### src/rtl/mem_stage.sv
// ---------------------------------------------------------------------------
// mem_stage
//
// Memory stage of the integer pipeline. ALU results pass straight through
// with a latency of one cycle. Aligned loads and stores are issued on the
// data bus; the stage stalls upstream until the bus completes. Misaligned
// memory ops are reported as a fault, with no bus request, one cycle later.
//
// Ports
//   clk, rst        clock, synchronous active-high reset
//   in_valid        execute-stage entry valid
//   in_load/store   memory op class (both 0 = ALU pass-through)
//   in_addr         effective address
//   in_wdata        store data, right-aligned
//   in_size         0=byte 1=half 2=word 3=dword
//   in_sign         sign-extend load data
//   in_rd/wen/alu   destination, write enable, ALU result
//   dreq_*          data-bus request (valid, addr, lane-aligned data, strobe, size)
//   dresp_ok/data   data-bus completion and dword-aligned read data
//   stall           upstream must hold all in_* while high
//   out_*           registered result toward the MEM/WR register
// ---------------------------------------------------------------------------
module mem_stage (
  input  logic        clk,
  input  logic        rst,
  input  logic        in_valid,
  input  logic        in_load,
  input  logic        in_store,
  input  logic [63:0] in_addr,
  input  logic [63:0] in_wdata,
  input  logic [1:0]  in_size,
  input  logic        in_sign,
  input  logic [4:0]  in_rd,
  input  logic        in_wen,
  input  logic [63:0] in_alu,
  output logic        dreq_valid,
  output logic [63:0] dreq_addr,
  output logic [63:0] dreq_data,
  output logic [7:0]  dreq_strobe,
  output logic [1:0]  dreq_size,
  input  logic        dresp_ok,
  input  logic [63:0] dresp_data,
  output logic        stall,
  output logic        out_valid,
  output logic [4:0]  out_rd,
  output logic        out_wen,
  output logic [63:0] out_result,
  output logic        out_misalign
);

  typedef enum logic {
    ST_IDLE = 1'b0,
    ST_WAIT = 1'b1
  } state_t;

  state_t r_state;
  state_t w_state_next;

  // Request registers: held unchanged for the whole WAIT period.
  logic [63:0] r_dreq_addr;
  logic [63:0] r_dreq_data;
  logic [7:0]  r_dreq_strobe;
  logic [1:0]  r_dreq_size;

  // Writeback attributes of the outstanding op.
  logic [4:0]  r_rd;
  logic        r_wen;
  logic        r_sign;
  logic        r_is_store;

  // Output registers.
  logic        r_out_valid;
  logic [4:0]  r_out_rd;
  logic        r_out_wen;
  logic [63:0] r_out_result;
  logic        r_out_misalign;

  // Per-cycle decisions from the control process.
  logic        w_pass;
  logic        w_fault;
  logic        w_issue;
  logic        w_complete;
  logic        w_stall;

  logic        w_is_mem;
  logic        w_misalign;
  logic [3:0]  w_nbytes;
  logic [3:0]  w_lane_end;
  logic [7:0]  w_strobe;
  logic [63:0] w_store_data;
  logic [63:0] w_load_shifted;
  logic [63:0] w_load_data;

  // -------------------------------------------------------------------------
  // Request decode
  // -------------------------------------------------------------------------
  assign w_is_mem = in_load | in_store;

  // Natural alignment: the low log2(size) address bits must be zero.
  always_comb begin
    case (in_size)
      2'd0:    w_misalign = 1'b0;
      2'd1:    w_misalign = in_addr[0];
      2'd2:    w_misalign = |in_addr[1:0];
      default: w_misalign = |in_addr[2:0];
    endcase
  end

  assign w_nbytes     = 4'd1 << in_size;
  assign w_lane_end   = {1'b0, in_addr[2:0]} + w_nbytes;
  assign w_store_data = in_wdata << {in_addr[2:0], 3'b000};

  // Byte lane gi is written when it lies in [offset, offset + nbytes).
  // Loads drive an all-zero strobe.
  generate
    for (genvar gi = 0; gi < 8; gi++) begin : g_strobe
      localparam logic [3:0] LANE = 4'(gi);
      assign w_strobe[gi] = in_store
                          && (LANE >= {1'b0, in_addr[2:0]})
                          && (LANE < w_lane_end);
    end
  endgenerate

  // -------------------------------------------------------------------------
  // Load data extraction: shift the addressed bytes down to bit 0, then
  // zero- or sign-extend from the access width.
  // -------------------------------------------------------------------------
  assign w_load_shifted = dresp_data >> {r_dreq_addr[2:0], 3'b000};

  always_comb begin
    case (r_dreq_size)
      2'd0:    w_load_data = {{56{r_sign & w_load_shifted[7]}},  w_load_shifted[7:0]};
      2'd1:    w_load_data = {{48{r_sign & w_load_shifted[15]}}, w_load_shifted[15:0]};
      2'd2:    w_load_data = {{32{r_sign & w_load_shifted[31]}}, w_load_shifted[31:0]};
      default: w_load_data = w_load_shifted;
    endcase
  end

  // -------------------------------------------------------------------------
  // Control FSM
  // -------------------------------------------------------------------------
  always_ff @(posedge clk) begin
    if (rst) begin
      r_state <= ST_IDLE;
    end else begin
      r_state <= w_state_next;
    end
  end

  always_comb begin
    w_state_next = r_state;
    w_stall      = 1'b0;
    w_pass       = 1'b0;
    w_fault      = 1'b0;
    w_issue      = 1'b0;
    w_complete   = 1'b0;

    case (r_state)
      ST_IDLE: begin
        // dresp_ok is deliberately not looked at here: a stray
        // completion with nothing outstanding has no effect.
        if (in_valid) begin
          if (!w_is_mem) begin
            w_pass = 1'b1;
          end else if (w_misalign) begin
            w_fault = 1'b1;
          end else begin
            w_issue      = 1'b1;
            w_stall      = 1'b1;
            w_state_next = ST_WAIT;
          end
        end
      end
      ST_WAIT: begin
        if (dresp_ok) begin
          // Releasing stall here lets the next op arrive in the very next
          // IDLE cycle, so back-to-back ops lose no extra cycle.
          w_complete   = 1'b1;
          w_state_next = ST_IDLE;
        end else begin
          w_stall = 1'b1;
        end
      end
      default: begin
        w_state_next = ST_IDLE;
      end
    endcase

    // Reset wins over everything, including a completion in the same cycle.
    if (rst) begin
      w_state_next = ST_IDLE;
      w_stall      = 1'b0;
      w_pass       = 1'b0;
      w_fault      = 1'b0;
      w_issue      = 1'b0;
      w_complete   = 1'b0;
    end
  end

  // -------------------------------------------------------------------------
  // Request latch
  // -------------------------------------------------------------------------
  always_ff @(posedge clk) begin
    if (rst) begin
      r_dreq_addr   <= '0;
      r_dreq_data   <= '0;
      r_dreq_strobe <= '0;
      r_dreq_size   <= '0;
      r_rd          <= '0;
      r_wen         <= 1'b0;
      r_sign        <= 1'b0;
      r_is_store    <= 1'b0;
    end else if (w_issue) begin
      r_dreq_addr   <= in_addr;
      r_dreq_data   <= w_store_data;
      r_dreq_strobe <= w_strobe;
      r_dreq_size   <= in_size;
      r_rd          <= in_rd;
      r_wen         <= in_wen;
      r_sign        <= in_sign;
      r_is_store    <= in_store;
    end
  end

  // -------------------------------------------------------------------------
  // Result register
  // -------------------------------------------------------------------------
  always_ff @(posedge clk) begin
    if (rst) begin
      r_out_valid    <= 1'b0;
      r_out_rd       <= '0;
      r_out_wen      <= 1'b0;
      r_out_result   <= '0;
      r_out_misalign <= 1'b0;
    end else begin
      r_out_valid <= w_pass | w_fault | w_complete;
      if (w_pass) begin
        r_out_rd       <= in_rd;
        r_out_wen      <= in_wen;
        r_out_result   <= in_alu;
        r_out_misalign <= 1'b0;
      end else if (w_fault) begin
        r_out_rd       <= in_rd;
        r_out_wen      <= 1'b0;
        r_out_result   <= '0;
        r_out_misalign <= 1'b1;
      end else if (w_complete) begin
        r_out_rd       <= r_rd;
        r_out_wen      <= r_is_store ? 1'b0 : r_wen;
        r_out_result   <= r_is_store ? 64'd0 : w_load_data;
        r_out_misalign <= 1'b0;
      end
    end
  end

  // -------------------------------------------------------------------------
  // Outputs
  // -------------------------------------------------------------------------
  assign dreq_valid   = (r_state == ST_WAIT);
  assign dreq_addr    = r_dreq_addr;
  assign dreq_data    = r_dreq_data;
  assign dreq_strobe  = r_dreq_strobe;
  assign dreq_size    = r_dreq_size;
  assign stall        = w_stall;
  assign out_valid    = r_out_valid;
  assign out_rd       = r_out_rd;
  assign out_wen      = r_out_wen;
  assign out_result   = r_out_result;
  assign out_misalign = r_out_misalign;

endmodule

### config.mk
export PLATFORM = sky130hd
export DESIGN_NAME = mem_stage
export DESIGN_NICKNAME = d
export VERILOG_FILES = /design/src/rtl/mem_stage.sv
export SDC_FILE = /design/constraint.sdc
export NUM_CORES = 1
export LEC_CHECK = 0
export ABC_CLOCK_PERIOD_IN_PS = 2500
export CAP_MARGIN = 15
export CORE_AREA = 4 4 185 187
export DETAILED_ROUTE_END_ITERATION = 7
export DIE_AREA = 0 0 189 191
export HOLD_SLACK_MARGIN = 0.03
export PLACE_DENSITY = 0.77
export SYNTH_ARGS = -nofsm -noshare
export SYNTH_HDL_FRONTEND = slang
export SYNTH_SLANG_ARGS = --single-unit
### constraint.sdc
create_clock -name clk -period 2.5 [get_ports clk]
set_input_delay 0.375 -clock clk [delete_from_list [all_inputs] [get_ports clk]]
set_output_delay 0.375 -clock clk [all_outputs]
set_load 0.02 [all_outputs]
==> impl_results.md <==
* Min-delay worst type: input port to flip-flop
* Clock sinks at 219
* Clock skew at 10.4 ps
* Fin worst setup slack at 53.0 ps
* Worst path arrival time at 2070 ps
* Ys async rst share at 0%
* Routed via count at 14300
* Post-synth EDFFs at 0
* Mapped Area at 13100 sq um
* Final Hold Vio Count at 0
* Root buf cell: clkbuf_16
* Max IR drop VDD at 0.517 mV
* Pre-antenna DRT Iters at 7
* Endpoints failing setup at 0
* CP Capture Type: output port
* CP cell instances: buf_4 > clkdlybuf4s50_1
* Top cell family by delay on the critical path: buffers and inverters
* Most frequent cells in the layout: 477 x clkdlybuf4s50_1, 246 x nand2_1, 216 x dfxtp_1
* Top FF cell, synth: dfxtp_1
* Sequential fraction of the synthesis area at 33.5%
* Pin count of the biggest net entering global routing at 79
* Setup TNS at 0 ps
* Routed WL per cell at 22.3 um
* I/O Pins at 483
* Clock period minus worst slack at 2450 ps
* Remaining Overflow, GRT at 0
* DRC viols at 0
* Multi-input logic area at 7980 sq um
* Area leader, netlist: dfxtp_1
* Commonest non-fill, non-tap cell in the layout: clkdlybuf4s50_1
* RR Startpoint: dreq_addr[0]
* TritonCTS clock tree: built
* Die Width at 189 um
* Avg Inst Size Synth at 8.53 sq um
* Req. time, crit path at 2120 ps
* Fin. max-slew vios at 0
* RSZ-0062 raised after global routing: false
* Max-cap violations at 0
* Slew @ Worst Pin at 947 ps
* Hold_ws at 45.3 ps
* CP startpoint: dreq_size[1]
* DRT iter0 DRCs at 1116
* CP peak stage delay at 660 ps
* Initial antenna violation count at 5
* Port-buffer cells at 482
* Post-DR vias/cell at 5.82
* Slowest cell on crit path: dfxtp_1
* Global-route wire length before repair at 82.8 mm
* Post-DP Area at 18800 sq um
* Final Util at 60.7%
* Final nets at 2266
* Antenna Nets Post-Route at 0
* Fmax at 409 MHz
* GPL Wtd Cong at 0.986
* Yosys reg bits at 219
* Post-route cell area at 19700 sq um
* Max Buffers Root-to-Sink at 3
* Pre-CTS setup slack at -212 ps
* CP max FO at 12
* Lkg Pwr at 6.96 nW
* Vias in the first global route at 14300
* Yosys warning total at 0
* Critical path class: flip-flop to output port
* Mapped Nets at 1811
* Yosys top cell area share at 33.5%
* CTS clk-pin slew, worst paths at 60 ps
* Post-DP HPWL at 40.8 mm
* CTS buffer count at 26
* Status: completed
* GRT Overall Usage at 28.6%
* Initial core utilization at 40.4%
* CP Launch Type: flip-flop
* Core region area at 32500 sq um
* Tcrit/Tclk final at 97.9%
* Clk_lat worst skew at 540 ps
* Area contributors post-synth: dfxtp_1 33%, mux4_2 7.2%, nand2_1 7.0%
* Share of cells above drive strength 1 at 14.0%
* Synth-to-layout area growth at 50.4%
* Slew headroom at 36.9%
* Netlist cell types at 81
* Placement Rows at 66
* Die area at 36100 sq um
* Filler Cells Inserted at 2706
* Power per cell area at 519 nW/um^2
* Mapped Cells at 1536
* CP bufs+invs at 2
* Die height at 191 um
* H-tree levels at 1
* Worst Hold Launch: rst
* Routed wire length at 54.8 mm
* Sequential Area at 4390 sq um
-- per-stage QoR --
stage / instances / power (mW)
after global routing: 2457 / 10.6
after floorplan: 1536 / 5.04
after detailed placement: 2405 / 6.30
after global placement: 2405 / 6.26
final: 2457 / 10.2
after CTS: 2452 / 10.3
-- where the power goes --
| group | internal (mW) | switching, mW |
|---|---|---|
| registers | 3.65 | 0.107 |
| logic | 1.25 | 1.24 |
| clock network | 2.39 | 1.58 |
-- routing by layer --
metal / part of all wire (%) / track usage [%] / vias to the layer above
li1: - / - / 6571
met1: 35 / 31.5 / 6769
met2: 48 / 49.7 / 809
met3: 11 / 8.66 / 146
met4: 6.1 / 15.1 / 0
met5: 0 / 0 / -
-- sequential cells by signal (all words and copies together) (netlist names) --
| register | count |
|---|---|
| dreq_size | 2 |
| dreq_data | 64 |
| out_wen | 1 |
| r_sign | 1 |
| dreq_strobe | 8 |
| dreq_addr | 64 |
| r_wen | 1 |
| out_valid | 1 |
| r_rd | 5 |
| r_is_store | 1 |
| out_result | 64 |
| out_misalign | 1 |
| dreq_valid | 1 |
| out_rd | 5 |
-- area by class of cell --
type,instances,share of cell area (%)
Timing Repair Buffer,583,29.6
Inverter,11,0.210
Tap cell,442,2.81
Sequential cell,219,22.3
Multi-Input combinational cell,1150,40.5
Clock inverter,14,0.952
Antenna cell,5,0.0635
Clock buffer,33,3.54
-- synth_stat cells (all sizes together), types with 4 or more instances --
| master | number |
|---|---|
| clkbuf | 92 |
| a22oi | 23 |
| o21a | 13 |
| a2bb2oi | 22 |
| o211ai | 4 |
| mux4 | 42 |
| a221oi | 9 |
| o221ai | 13 |
| nor4b | 31 |
| nand4 | 33 |
| o22ai | 7 |
| nor2 | 131 |
| and3 | 36 |
| o211a | 6 |
| a211oi | 63 |
| inv | 10 |
| a21boi | 33 |
| dfxtp | 219 |
| or3 | 10 |
| buf | 64 |
| mux2i | 71 |
| o21ai | 53 |
| nor3b | 9 |
| nand3 | 25 |
| mux2 | 27 |
| nor2b | 15 |
| a21oi | 129 |
| a31oi | 10 |
| a22o | 5 |
| a21o | 5 |
| nand2 | 246 |
| or2 | 7 |
| a311oi | 15 |
| nor3 | 14 |
-- worst paths after layout --
| check | end | depth (start not counted) | slack [ps] |
|---|---|---|---|
| worst max register to register | out_result[38] | 6 | 180 |
| worst max-delay path | dreq_size[1] | 2 | 50 |
| worst min-delay path | out_misalign | 2 | 50 |
| worst min register to register | dreq_data[17] | 2 | 450 |
-- kinds of logic (layout without fill, tap and decap cells) --
kind of cell             Yosys count  after routing  synth area share [%]
AND/OR/NAND/NOR                  574            574                  22.3
flip-flops                       219            219                  33.5
multiplexers                     140            140                  15.0
buffers and inverters            167            641                  6.01
adder cells (fa/ha/maj)            4              4                 0.439
AO/OA/AOI/OAI                    430            430                  22.7
other                              0              5                     0
XOR/XNOR                           2              2                 0.134
-- repair_timing --
item,CTS,global route
gates cloned,0,0
endpoints found under the hold margin,0,0
hold buffers,0,0
setup endpoints to repair,1,2
gates resized for setup,1,2
setup buffers,0,0
No activity file was read; power rests on OpenSTA's default activity.
